$ cat config.mk
export PLATFORM = sky130hd
export DESIGN_NAME = ctrl_coef_sequencer
export DESIGN_NICKNAME = d
export VERILOG_FILES = /design/src/rtl/ctrl_pkg.sv /design/src/rtl/ctrl_tap_cnt.sv /design/src/rtl/ctrl_coef_sequencer.sv
export SDC_FILE = /design/constraint.sdc
export NUM_CORES = 1
export LEC_CHECK = 0
export BUFFER_PORTS_ARGS = -buffer_cell sky130_fd_sc_hd__buf_4
export CORE_MARGIN = 5
export CORE_UTILIZATION = 30
export DETAILED_ROUTE_END_ITERATION = 8
export GPL_TIMING_DRIVEN = 0
export PLACE_DENSITY = 0.56
export SLEW_MARGIN = 20
export SYNTH_ARGS = -nofsm -noshare
export SYNTH_HDL_FRONTEND = slang
export SYNTH_HIERARCHICAL = 1
export SYNTH_SLANG_ARGS = --single-unit
$ cat constraint.sdc
create_clock -name clk -period 2 [get_ports clk]
set_input_delay 0.4 -clock clk [delete_from_list [all_inputs] [get_ports clk]]
set_output_delay 0.4 -clock clk [all_outputs]
set_load 0.05 [all_outputs]
$ cat src/rtl/ctrl_pkg.sv
// rtl/ctrl_pkg.sv - shared sequencer states, coefficient-counter commands and bank address helper
package ctrl_pkg;

    typedef enum logic [1:0] {
        IDLE  = 2'd0,
        LOAD  = 2'd1,
        COUNT = 2'd2,
        DONE  = 2'd3
    } state_t;

    // {load, cnt} command pairs understood by the coefficient address counter
    localparam logic [1:0] SLEEP        = 2'b00;
    localparam logic [1:0] LOAD_COUNTER = 2'b10;
    localparam logic [1:0] COUNTING     = 2'b01;

    function automatic int unsigned bank_base(input int unsigned phase, input int unsigned taps);
        return phase * taps;
    endfunction

endpackage

$ cat src/rtl/ctrl_tap_cnt.sv
// rtl/ctrl_tap_cnt.sv - loadable up counter with terminal-count flag
module ctrl_tap_cnt #(
    parameter int unsigned WIDTH = 3,
    parameter int unsigned LAST  = 3
) (
    input  logic             clk_i,
    input  logic             rst_ni,
    input  logic             load_i,
    input  logic [WIDTH-1:0] load_val_i,
    input  logic             inc_i,
    output logic [WIDTH-1:0] cnt_o,
    output logic             tc_o
);

    logic [WIDTH-1:0] cnt_q, cnt_d;

    always_comb begin
        cnt_d = cnt_q;
        if (load_i) begin
            cnt_d = load_val_i;
        end else if (inc_i) begin
            cnt_d = cnt_q + 1'b1;
        end
    end

    always_ff @(posedge clk_i or negedge rst_ni) begin
        if (!rst_ni) begin
            cnt_q <= '0;
        end else begin
            cnt_q <= cnt_d;
        end
    end

    assign cnt_o = cnt_q;
    assign tc_o  = (cnt_q == WIDTH'(LAST));

endmodule

$ cat src/rtl/ctrl_coef_sequencer.sv
// rtl/ctrl_coef_sequencer.sv - per-sample polyphase coefficient sweep sequencer
module ctrl_coef_sequencer
    import ctrl_pkg::*;
#(
    parameter int unsigned DATA_ADDRESS_WIDTH = 12,
    parameter int unsigned NUM_PHASES         = 8,
    parameter int unsigned PHASE_WIDTH        = 3,
    parameter int unsigned TAPS_PER_PHASE     = 4
) (
    input  logic                          clk,
    input  logic                          rst_n,
    input  logic                          start,
    input  logic [PHASE_WIDTH-1:0]        phase,
    input  logic                          abort,
    output logic                          ready,
    output logic                          coef_clr,
    output logic                          coef_load,
    output logic                          coef_cnt,
    output logic [DATA_ADDRESS_WIDTH-1:0] coef_ptr,
    output logic                          mac_first,
    output logic                          mac_last,
    output logic                          done,
    output logic                          err
);

    localparam int unsigned TW = $clog2(TAPS_PER_PHASE + 1);

    if (TAPS_PER_PHASE < 1) begin : g_chk_taps
        $error("TAPS_PER_PHASE must be at least 1");
    end
    if ((2 ** PHASE_WIDTH) < NUM_PHASES) begin : g_chk_phase
        $error("PHASE_WIDTH too narrow for NUM_PHASES");
    end
    if (NUM_PHASES * TAPS_PER_PHASE > (2 ** DATA_ADDRESS_WIDTH)) begin : g_chk_span
        $error("coefficient banks exceed DATA_ADDRESS_WIDTH");
    end

    state_t                        state_q, state_d;
    logic [DATA_ADDRESS_WIDTH-1:0] ptr_q, ptr_d;
    logic                          err_q, err_d;
    logic                          clr_q, clr_d;
    logic [1:0]                    cmd;
    logic                          tap_load, tap_inc, tap_last;
    logic [TW-1:0]                 tap_cnt;
    logic                          phase_ok;

    assign phase_ok = (32'(phase) < NUM_PHASES);

    always_comb begin
        state_d  = state_q;
        ptr_d    = ptr_q;
        err_d    = 1'b0;
        clr_d    = abort;
        cmd      = SLEEP;
        tap_load = 1'b0;
        tap_inc  = 1'b0;
        case (state_q)
            IDLE: begin
                if (start && !abort) begin
                    if (phase_ok) begin
                        ptr_d   = DATA_ADDRESS_WIDTH'(bank_base(32'(phase), TAPS_PER_PHASE));
                        state_d = LOAD;
                    end else begin
                        err_d = 1'b1;
                    end
                end
            end
            LOAD: begin
                cmd      = LOAD_COUNTER;
                tap_load = 1'b1;
                state_d  = COUNT;
            end
            COUNT: begin
                cmd     = COUNTING;
                tap_inc = 1'b1;
                if (tap_last) begin
                    state_d = DONE;
                end
            end
            DONE: begin
                state_d = IDLE;
            end
            default: begin
                state_d = IDLE;
            end
        endcase
        // abort overrides whatever the state wanted next; current-cycle commands stand
        if (abort) begin
            state_d  = IDLE;
            tap_load = 1'b1;
            tap_inc  = 1'b0;
        end
    end

    always_ff @(posedge clk or negedge rst_n) begin
        if (!rst_n) begin
            state_q <= IDLE;
            ptr_q   <= '0;
            err_q   <= 1'b0;
            clr_q   <= 1'b0;
        end else begin
            state_q <= state_d;
            ptr_q   <= ptr_d;
            err_q   <= err_d;
            clr_q   <= clr_d;
        end
    end

    ctrl_tap_cnt #(
        .WIDTH (TW),
        .LAST  (TAPS_PER_PHASE - 1)
    ) u_tap_cnt (
        .clk_i      (clk),
        .rst_ni     (rst_n),
        .load_i     (tap_load),
        .load_val_i ('0),
        .inc_i      (tap_inc),
        .cnt_o      (tap_cnt),
        .tc_o       (tap_last)
    );

    assign ready                = (state_q == IDLE);
    assign {coef_load, coef_cnt} = cmd;
    assign coef_ptr             = ptr_q;
    assign coef_clr             = clr_q;
    assign err                  = err_q;
    assign done                 = (state_q == DONE);
    assign mac_first            = (state_q == COUNT) && (tap_cnt == '0);
    assign mac_last             = (state_q == COUNT) && tap_last;

endmodule

==> summary.md, run 1 <==
| Metric | Value |
|---|---|
| Status | finished, final reports clean |
| CTS buffer count | 3 |
| Synthesis warning total | 6 |
| Die ar. | 2950 um2 |
| Sequential element share of the synthesized area | 38.2% |
| Vias in the first global route | 434 |
| Hold Violations, Final | 0 |
| Placed Cells incl. Taps | 111 |
| CP startpoint kind | flip-flop |
| WL final | 1070 um |
| Final non-filler cell total | 116 |
| Post-synth top cells | buf_4 (10), dfrtp_1 (9), ha_1 (7) |
| DRT Pass-1 Iters | 4 |
| HP Class | primary input to flip-flop |
| Crit path DAT | 1.46 ns |
| Power Density | 1390 nW/um2 |
| Total area of sequential cells | 225 um2 |
| Antenna Violating Nets Remaining | 0 |
| Leakage | 0.443 nW |
| Most frequent cell after synthesis | buf_4 |
| Post-synthesis cell count | 56 |
| Die Y | 54.3 um |
| Via/cell ratio | 3.77 |
| Drt drc | 0 |
| Wire length per cell | 9.21 um |
| Synth cell types | 24 |
| Top post-synthesis cells by area | dfrtp_1 (38%), ha_1 (15%), buf_4 (13%) |
| GRT Util Overall | 8.52% |
| # fillers | 212 |
| Max-cap check violation count | 0 |
| Core ar. | 1920 um2 |
| First-pass GRT wire length | 1800 um |
| CTS tree | built |
| Clk sinks | 9 |
| Area delta synth->final | 42.5% |
| Largest net degree at the start of global routing | 10 |
| # H-tree levels | 1 |
| GP Congestion | 0.729 |
| Placement row count | 16 |
| Pre-CTS WS | 0.381 ns |
| Setup Viol. Count Final | 0 |
| Number of synthesized flops with an enable pin | 0 |
| Clock Pin Slew Worst Setup and Hold Paths | 0.06 ns |
| Yosys top cell area share | 38.2% |
| CP max FO | 5 |
| Initial Utilization | 30.7% |
| Setup ws final | 0.138 ns |
| Initial antenna violation count | 0 |
| RSZ-0062 raised after global routing | false |
| Worst skew pair latency | 0.25 ns |
| Setup_tns | 0 ns |
| Clk buf depth | 2 |
| CP Data Required Time | 1.60 ns |
| Synth Register Bits | 9 |
| Clock skew | 0.000481 ns |
| Peak VDD IR | 0.832 mV |
| Port bufs | 16 |
| Leading area contributor after synthesis | dfrtp_1 |
| Setup bufs post-CTS | 0 |
| Clock root cell | clkbuf_4 |
| HPWL Detailed | 902 um |
| Critical path class | flip-flop to output pin |
| Grt ovf | 0 |
| Vias | 437 |
| Post-Syn Area | 589 um2 |
| Total chip power | 1.17 mW |
| Mean Syn Cell Area | 10.5 um2 |
| Synth async-reset ratio | 100% |
| Layout cell share with drive strength beyond 1 | 39.3% |
| Fmax achieved | 537 MHz |
| Quantity of gates resized following cts | 0 |
| Fraction of the cycle the final worst path needs | 93.1% |
| Die X | 54.3 um |
| Num ports | 27 |
| Final Max Slew Viols | 0 |
| Final core utilization | 43.7% |
| Min Clock Period, post-route | 1.86 ns |
| Nets@finish | 104 |
| DRT iter0 DRCs | 4 |
| Antenna Cells | 0 |
| Multi-input logic area | 334 um2 |
| Crit. End Element | output pin |
| Main synth FF type | dfrtp_1 |
-- sequential cells by signal (all words and copies together), names as in the netlist --
signal,cells
coef_clr,1
u_tap_cnt/cnt_o,3
state_q,2
coef_ptr,3
-- repair_timing --
| action | 4_1_cts | 5_1_grt |
|---|---|---|
| hold endpoints to repair | 9 | 0 |
| hold buffers | 1 | 0 |
| setup endpoints to repair | 0 | 0 |
-- layout make-up --
| cell class | instances | area share, % |
|---|---|---|
| sequential | 9 | 26.8 |
| timing repair buffer | 17 | 15.5 |
| tap | 27 | 4.02 |
| buffer | 10 | 8.94 |
| clock buffer | 4 | 3.13 |
| multi-input combinational | 45 | 39.8 |
| inverter | 4 | 1.79 |
-- layer usage --
metal / wire length, um / global-route usage, %
met1: 486 / 9.97
met2: 467 / 13.7
met3: 102 / 2.45
met4: 12 / 4.98
met5: 0 / 0
-- report_power, final --
part           internal [mW]  switching [mW]  total, mW
registers              0.254          0.0637      0.318
clock network         0.0767          0.0597      0.136
logic                  0.243           0.468      0.711
total                  0.574           0.592       1.17
-- worst max-delay path: stages (launching register included) --
cell	delay [ns]
dfrtp_1	0.41
inv_1	0.11
ha_1	0.24
nor4b_4	0.21
buf_4	0.23
-- final timing paths --
path	start	to	slack, ns	depth (start not counted)
worst min-delay path	abort	coef_clr	0.30	1
worst max-delay path	state_q[0]	mac_first	0.14	4
worst max register to register	state_q[0]	u_tap_cnt/cnt_o[2]	0.48	5
worst min register to register	coef_ptr[2]	coef_ptr[2]	0.50	1
max in group asynchronous	rst_n	coef_ptr[4]	1.36	2
min in group asynchronous	rst_n	u_tap_cnt/cnt_o[0]	0.51	2
-- cells in the final DEF (no fill, tap or decap) --
cell | synthesis | layout
buf_4 | 10 | 26
conb_1 | 1 | 13
dfrtp_1 | 9 | 9
ha_1 | 7 | 7
inv_1 | 3 | 3
mux2_1 | 3 | 3
nand2b_1 | 3 | 3
clkbuf_4 | 0 | 3
nand2_1 | 2 | 2
o21ai_0 | 2 | 2
nor2b_1 | 2 | 2
and2_1 | 1 | 1
and2b_2 | 1 | 1
or2_2 | 1 | 1
nor4b_4 | 0 | 1
inv_2 | 1 | 1
nand3_2 | 1 | 1
a21oi_1 | 1 | 1
nor2_1 | 1 | 1
nor3_1 | 1 | 1
a211oi_1 | 1 | 1
a41o_2 | 1 | 1
clkbuf_1 | 0 | 1
dlygate4sd3_1 | 0 | 1
xnor2_1 | 1 | 1
mux2i_1 | 1 | 1
o31a_1 | 1 | 1
-- metrics by stage --
step	hold WS (ns)	cell area [um2]
after floorplan	0.104	649
after CTS	0.296	840
after global placement	0.231	803
after detailed placement	0.230	803
final	0.304	840
after global routing	0.300	840
-- kinds of logic after synthesis --
kind of cell / share of synthesized area (%)
muxes: 7.43
AOI/OAI and AO/OA: 7.22
and+or+nand+nor: 14.9
xor gates and xnor gates: 1.49
buffers and inverters: 15.3
DFF: 38.2
adders and majority gates: 14.9
other: 0.636
Note: power is estimated with default switching activity, not from simulation.
==> run 2, diff against run 1 <==
PLACE_DENSITY = default   (was 0.56)
==> run 2 against run 1 <==
- total power increased by 0.33%
- wire length increased by 2.9%
- critical endpoint unchanged
- largest power group unchanged
- combinational power about the same
==> summary.md, run 2 (synthesis gave the netlist of run 1 again) <==
| Metric | Value |
|---|---|
| CP Data Required Time | 1.60 ns (about the same) |
| Area delta synth->final | 42.9% (was 42.5%) |
| Worst skew pair latency | 0.26 ns (was 0.25 ns) |
| Power Density | 1390 nW/um2 (about the same) |
| Grt ovf | 0 (unchanged) |
| Status | finished, final reports clean (unchanged) |
| Clock root cell | clkbuf_4 (unchanged) |
| Antenna Cells | 0 (unchanged) |
| GRT Util Overall | 8.73% (was 8.52%) |
| Drt drc | 0 (unchanged) |
| Critical path class | flip-flop to output pin (unchanged) |
| Initial antenna violation count | 0 (unchanged) |
| Wire length per cell | 9.47 um (was 9.21 um) |
| CTS buffer count | 3 (unchanged) |
| # H-tree levels | 1 (unchanged) |
| Die X | 54.3 um (unchanged) |
| Setup_tns | 0 ns (unchanged) |
| Setup bufs post-CTS | 0 (unchanged) |
| Vias in the first global route | 450 (was 434) |
| Placement row count | 16 (unchanged) |
| Min Clock Period, post-route | 1.85 ns (was 1.86 ns) |
| Die ar. | 2950 um2 (unchanged) |
| Setup ws final | 0.154 ns (was 0.138 ns) |
| Initial Utilization | 30.7% (unchanged) |
| Sw power | 0.594 mW (was 0.592 mW) |
| Combinational power share | 60.9% (was 61.0%) |
| Final Max Slew Viols | 0 (unchanged) |
| Min-Delay Path Depth | 1 (unchanged) |
| Min-delay src | abort (unchanged) |
| HPWL Detailed | 906 um (was 902 um) |
| Port bufs | 16 (unchanged) |
| Via/cell ratio | 3.71 (was 3.77) |
| # fillers | 202 (was 212) |
| Hold Violations, Final | 0 (unchanged) |
| First-pass GRT wire length | 1780 um (was 1800 um) |
| Max-cap check violation count | 0 (unchanged) |
| Clk buf depth | 2 (unchanged) |
| Peak VDD IR | 0.946 mV (was 0.832 mV) |
| CP max FO | 5 (unchanged) |
| Clock Pin Slew Worst Setup and Hold Paths | 0.06 ns (about the same) |
| Seq pwr share | 27.2% (was 27.3%) |
| Setup Viol. Count Final | 0 (unchanged) |
| DRT Pass-1 Iters | 2 (was 4) |
| Pre-CTS WS | 0.389 ns (was 0.381 ns) |
| Clk sinks | 9 (unchanged) |
| Most frequent cells in the layout | buf_4 (26), conb_1 (13), dfrtp_1 (9) (unchanged) |
| CP startpoint kind | flip-flop (unchanged) |
| Largest net degree at the start of global routing | 10 (unchanged) |
| Post-route cell area | 842 um2 (was 840 um2) |
| Fmax achieved | 542 MHz (was 537 MHz) |
| Crit. End Element | output pin (unchanged) |
| Clock skew | 0.00573 ns (was 0.000481 ns) |
| Most common cell after layout, fill and taps aside | buf_4 (unchanged) |
| Layout cell share with drive strength beyond 1 | 40.4% (was 39.3%) |
| Switching Share | 50.8% (about the same) |
| R2R depth | 5 (unchanged) |
| Fraction of the cycle the final worst path needs | 92.3% (was 93.1%) |
| Antenna Violating Nets Remaining | 0 (unchanged) |
| WL final | 1100 um (was 1070 um) |
| Vias | 430 (was 437) |
| HP Class | primary input to flip-flop (unchanged) |
| Nets@finish | 104 (unchanged) |
| WHS Endpoint | coef_clr (unchanged) |
| Die Y | 54.3 um (unchanged) |
| RSZ-0062 raised after global routing | false (unchanged) |
| FF-to-FF Start | u_tap_cnt/cnt_o[0] (was state_q[0]) |
| Core ar. | 1920 um2 (unchanged) |
| Area after DPL | 803 um2 (unchanged) |
| Crit path DAT | 1.45 ns (was 1.46 ns) |
| Total area of sequential cells | 225 um2 (unchanged) |
| Num ports | 27 (unchanged) |
| Power Internal | 0.576 mW (was 0.574 mW) |
| DRT iter0 DRCs | 1 (was 4) |
| CTS tree | built (unchanged) |
| Clock Power Share | 11.9% (was 11.7%) |
| R2R Setup Slk | 0.51 ns (was 0.48 ns) |
| Multi-input logic area | 337 um2 (was 334 um2) |
| Reg2reg end | state_q[1] (was u_tap_cnt/cnt_o[2]) |
| Leakage | 0.442 nW (was 0.443 nW) |
| GP Congestion | 0.673 (was 0.729) |
[run 2: worst max-delay path by stage]
stage / to / startpoint / slack (ns)
after global placement: mac_first / state_q[0] / 0.38
after global routing: mac_first / state_q[0] / 0.008
final: mac_first / state_q[0] / 0.15
after detailed placement: mac_first / state_q[0] / 0.39
after CTS: mac_first / state_q[0] / 0.08
after floorplan: mac_first / state_q[0] / 0.30
[run 2: final cells by class]
cell class / instances / area share [%]
buffer: 10 / 8.92
clock buffer: 4 / 3.12
inverter: 4 / 1.78
multi-input combinational: 45 / 40.0
sequential: 9 / 26.7
tap: 27 / 4.01
timing repair buffer: 17 / 15.5
[run 2: through the flow]
stage	utilization, %	power, mW	hold slack, ns	instances
after floorplan	-	0.863	0.104	68
after global placement	41.8	1.02	0.229	111
after detailed placement	41.8	1.04	0.230	111
after CTS	43.7	1.19	0.289	116
after global routing	43.8	1.26	0.296	116
final	43.8	1.17	0.302	116
[run 2: per-layer routing]
| metal | vias up | part of all wire, % | GRT usage [%] |
|---|---|---|---|
| met3 | 2 | 7.1 | 2.45 |
| met4 | 0 | 0.45 | 8.71 |
| li1 | 227 | - | - |
| met2 | 10 | 51 | 13.1 |
| met1 | 191 | 41 | 9.57 |
| met5 | - | 0 | 0 |
[run 2: critical path: stages (launching register included)]
cell and delay [ns]:
dfrtp_1 0.42, inv_1 0.12, ha_2 0.23, nor4b_4 0.19, buf_4 0.23
[run 2: what timing repair did]
| action | in CTS | in global routing |
|---|---|---|
| setup endpoints to repair | 0 | 1 |
| hold endpoints to repair | 9 | 0 |
| hold buffers | 1 | 0 |
| resized for setup | 0 | 1 |
[run 2: power groups by stage]
stage          logic (mW)  registers [mW]  clock network [mW]
4_1_cts             0.719           0.319               0.148
3_3_place_gp        0.704           0.318                   0
2_1_floorplan       0.436           0.427                   0
6_report            0.712           0.318               0.139
3_5_place_dp        0.716           0.323                   0
5_1_grt             0.769           0.331               0.156
==> run 3, diff against run 2 <==
SYNTH_HIERARCHICAL = default   (was 1)
==> run 3 against run 2 <==
- largest cell class unchanged
- critical path depth is 1 higher
- register-to-register slack hardly changed
- critical path type unchanged
- clock skew is 0.0043 ns lower
- critical endpoint unchanged
- first-iteration DRC count grew to 3.0 times the previous value
==> summary.md, run 3 <==
| Metric | Value |
|---|---|
| Status | finished, final reports clean (unchanged) |
| Max-cap check violation count | 0 (unchanged) |
| Clock root cell | clkbuf_4 (unchanged) |
| Num ports | 27 (unchanged) |
| CP startpoint kind | flip-flop (unchanged) |
| Clock skew | 0.00141 ns (was 0.00573 ns) |
| First-pass GRT wire length | 1730 um (was 1780 um) |
| Yosys top cell area share | 37.2% (was 38.2%) |
| Wire length per cell | 9.92 um (was 9.47 um) |
| Clk buf depth | 2 (unchanged) |
| Largest net degree at the start of global routing | 10 (unchanged) |
| CTS buffer count | 3 (unchanged) |
| Fmax achieved | 529 MHz (was 542 MHz) |
| RSZ-0062 raised after global routing | false (unchanged) |
| Initial antenna violation count | 0 (unchanged) |
| Worst skew pair latency | 0.26 ns (about the same) |
| Crit. End Element | output pin (unchanged) |
| Worst Setup EP | mac_first (unchanged) |
| DRT Pass-1 Iters | 2 (unchanged) |
| HPWL Detailed | 925 um (was 906 um) |
| Antenna Violating Nets Remaining | 0 (unchanged) |
| Via/cell ratio | 3.84 (was 3.71) |
| Pre-CTS WS | 0.391 ns (was 0.389 ns) |
| Drt drc | 0 (unchanged) |
| Initial Utilization | 31.2% (was 30.7%) |
| Grt ovf | 0 (unchanged) |
| Port bufs | 16 (unchanged) |
| Total area of sequential cells | 225 um2 (unchanged) |
| Die X | 54.9 um (was 54.3 um) |
| Placement row count | 16 (unchanged) |
| Synth cell types | 18 (was 24) |
| Synth Register Bits | 9 (unchanged) |
| Nets@finish | 99 (was 104) |
| Critical path class | flip-flop to output pin (unchanged) |
| Sequential element share of the synthesized area | 37.2% (was 38.2%) |
| Setup_tns | 0 ns (unchanged) |
| Die Y | 54.9 um (was 54.3 um) |
| Setup Viol. Count Final | 0 (unchanged) |
| Crit path DAT | 1.49 ns (was 1.45 ns) |
| DRT iter0 DRCs | 3 (was 1) |
| Worst setup startpoint | state_q[0] (unchanged) |
| Final core utilization | 43.0% (was 43.8%) |
| Top post-synthesis cells by area | dfrtp_1 (37%), ha_1 (14%), buf_4 (14%) (was dfrtp_1 (38%), ha_1 (15%), buf_4 (13%)) |
| CP Data Required Time | 1.60 ns (about the same) |
| Most frequent cell after synthesis | buf_4 (unchanged) |
| Total chip power | 1.11 mW (was 1.17 mW) |
| Leakage | 0.439 nW (was 0.442 nW) |
| Number of synthesized flops with an enable pin | 0 (unchanged) |
| Final Max Slew Viols | 0 (unchanged) |
| Post-Syn Area | 606 um2 (was 589 um2) |
| Mean Syn Cell Area | 11.2 um2 (was 10.5 um2) |
| Power Density | 1330 nW/um2 (was 1390 nW/um2) |
| WL final | 1100 um (about the same) |
| Synth async-reset ratio | 100% (unchanged) |
| Area delta synth->final | 38.0% (was 42.9%) |
| # H-tree levels | 1 (unchanged) |
| HP Class | primary input to flip-flop (unchanged) |
| R2R depth | 5 (unchanged) |
| Clock Pin Slew Worst Setup and Hold Paths | 0.06 ns (about the same) |
| Peak VDD IR | 0.896 mV (was 0.946 mV) |
| Post-synthesis cell count | 54 (was 56) |
| Core ar. | 1940 um2 (was 1920 um2) |
| Post-synth top cells | buf_4 (11), dfrtp_1 (9), ha_1 (7), inv_1 (6) (was buf_4 (10), dfrtp_1 (9), ha_1 (7)) |
| FF-to-FF Start | state_q[0] (was u_tap_cnt/cnt_o[0]) |
| Most common cell after layout, fill and taps aside | buf_4 (unchanged) |
| Antenna Cells | 0 (unchanged) |
| Setup ws final | 0.111 ns (was 0.154 ns) |
| Vias | 426 (was 430) |
| GP Congestion | 0.760 (was 0.673) |
| Main synth FF type | dfrtp_1 (unchanged) |
| Final non-filler cell total | 111 (was 116) |
| Most frequent cells in the layout | buf_4 (26), conb_1 (10), dfrtp_1 (9) (was buf_4 (26), conb_1 (13), dfrtp_1 (9)) |
| Vias in the first global route | 418 (was 450) |
| Placed Cells incl. Taps | 106 (was 111) |
| Synthesis warning total | 0 (was 6) |
| Die ar. | 3020 um2 (was 2950 um2) |
| Fraction of the cycle the final worst path needs | 94.4% (was 92.3%) |
| # fillers | 204 (was 202) |
| CTS tree | built (unchanged) |
| R2R Setup Slk | 0.52 ns (was 0.51 ns) |
| Clk sinks | 9 (unchanged) |
| Hold Violations, Final | 0 (unchanged) |
| Reg2reg end | state_q[0] (was state_q[1]) |
| Leading area contributor after synthesis | dfrtp_1 (unchanged) |
| GRT Util Overall | 8.03% (was 8.73%) |
| Layout cell share with drive strength beyond 1 | 46.4% (was 40.4%) |
| CP max FO | 7 (was 5) |
| Min Clock Period, post-route | 1.89 ns (was 1.85 ns) |
| Multi-input logic area | 308 um2 (was 337 um2) |
run 3: what timing repair did:
item / in CTS / in global routing
setup endpoints to repair: 0 / 1
hold buffers: 1 / 0
endpoints found under the hold margin: 9 / 0
setup buffers: 0 / 0
gates resized for setup: 0 / 1
run 3: layer usage:
layer / vias up / routed length, um / GRT usage (%)
met5: - / 0 / 0
met4: 0 / 0 / 0
met3: 0 / 134 / 4.83
met2: 17 / 536 / 14.4
met1: 196 / 430 / 8.60
li1: 213 / - / -
run 3: final cells by class:
type | instances | share of cell area, %
buffer | 11 | 9.88
inverter | 7 | 3.14
sequential | 9 | 26.9
clock buffer | 4 | 3.14
tap | 27 | 4.04
timing repair buffer | 17 | 16.0
multi-input combinational | 36 | 36.8
run 3: critical path, cell delays in order (launching register included):
cell and delay, ns:
dfrtp_1 0.42, inv_1 0.12, ha_2 0.19, buf_4 0.16
and3_1 0.18, buf_6 0.16
run 3: report_power, final:
part / leakage [nW] / total [mW] / switching [mW] / internal [mW]
Sequential: 0.115 / 0.280 / 0.0410 / 0.239
Combinational: 0.309 / 0.690 / 0.447 / 0.242
Clock: 0.0150 / 0.142 / 0.0649 / 0.0770
Total: 0.439 / 1.11 / 0.553 / 0.558
run 3: per-stage QoR:
step | hold WS (ns) | instance area, um2
after floorplan | 0.104 | 642
after global placement | 0.231 | 796
after detailed placement | 0.231 | 796
after CTS | 0.313 | 832
after global routing | 0.306 | 836
final | 0.322 | 836
run 3: worst min path at each step:
stage	from	to	slack, ns	depth (start not counted)
3_3_place_gp	rst_n	u_tap_cnt.cnt_o[0]	0.23	1
2_1_floorplan	rst_n	coef_clr	0.10	0
5_1_grt	abort	coef_clr	0.31	1
3_5_place_dp	rst_n	u_tap_cnt.cnt_o[0]	0.23	1
4_1_cts	abort	coef_clr	0.31	1
6_report	abort	coef_clr	0.32	1
run 3: logic make-up after synthesis:
kind of cell	count (synthesis)	synth area share (%)
fa+ha+maj	7	14.5
mux	6	11.4
other cells	1	0.619
simple gates	10	11.0
buf+inv	18	18.0
compound gates	2	5.99
flops	9	37.2
xor+xnor	1	1.45
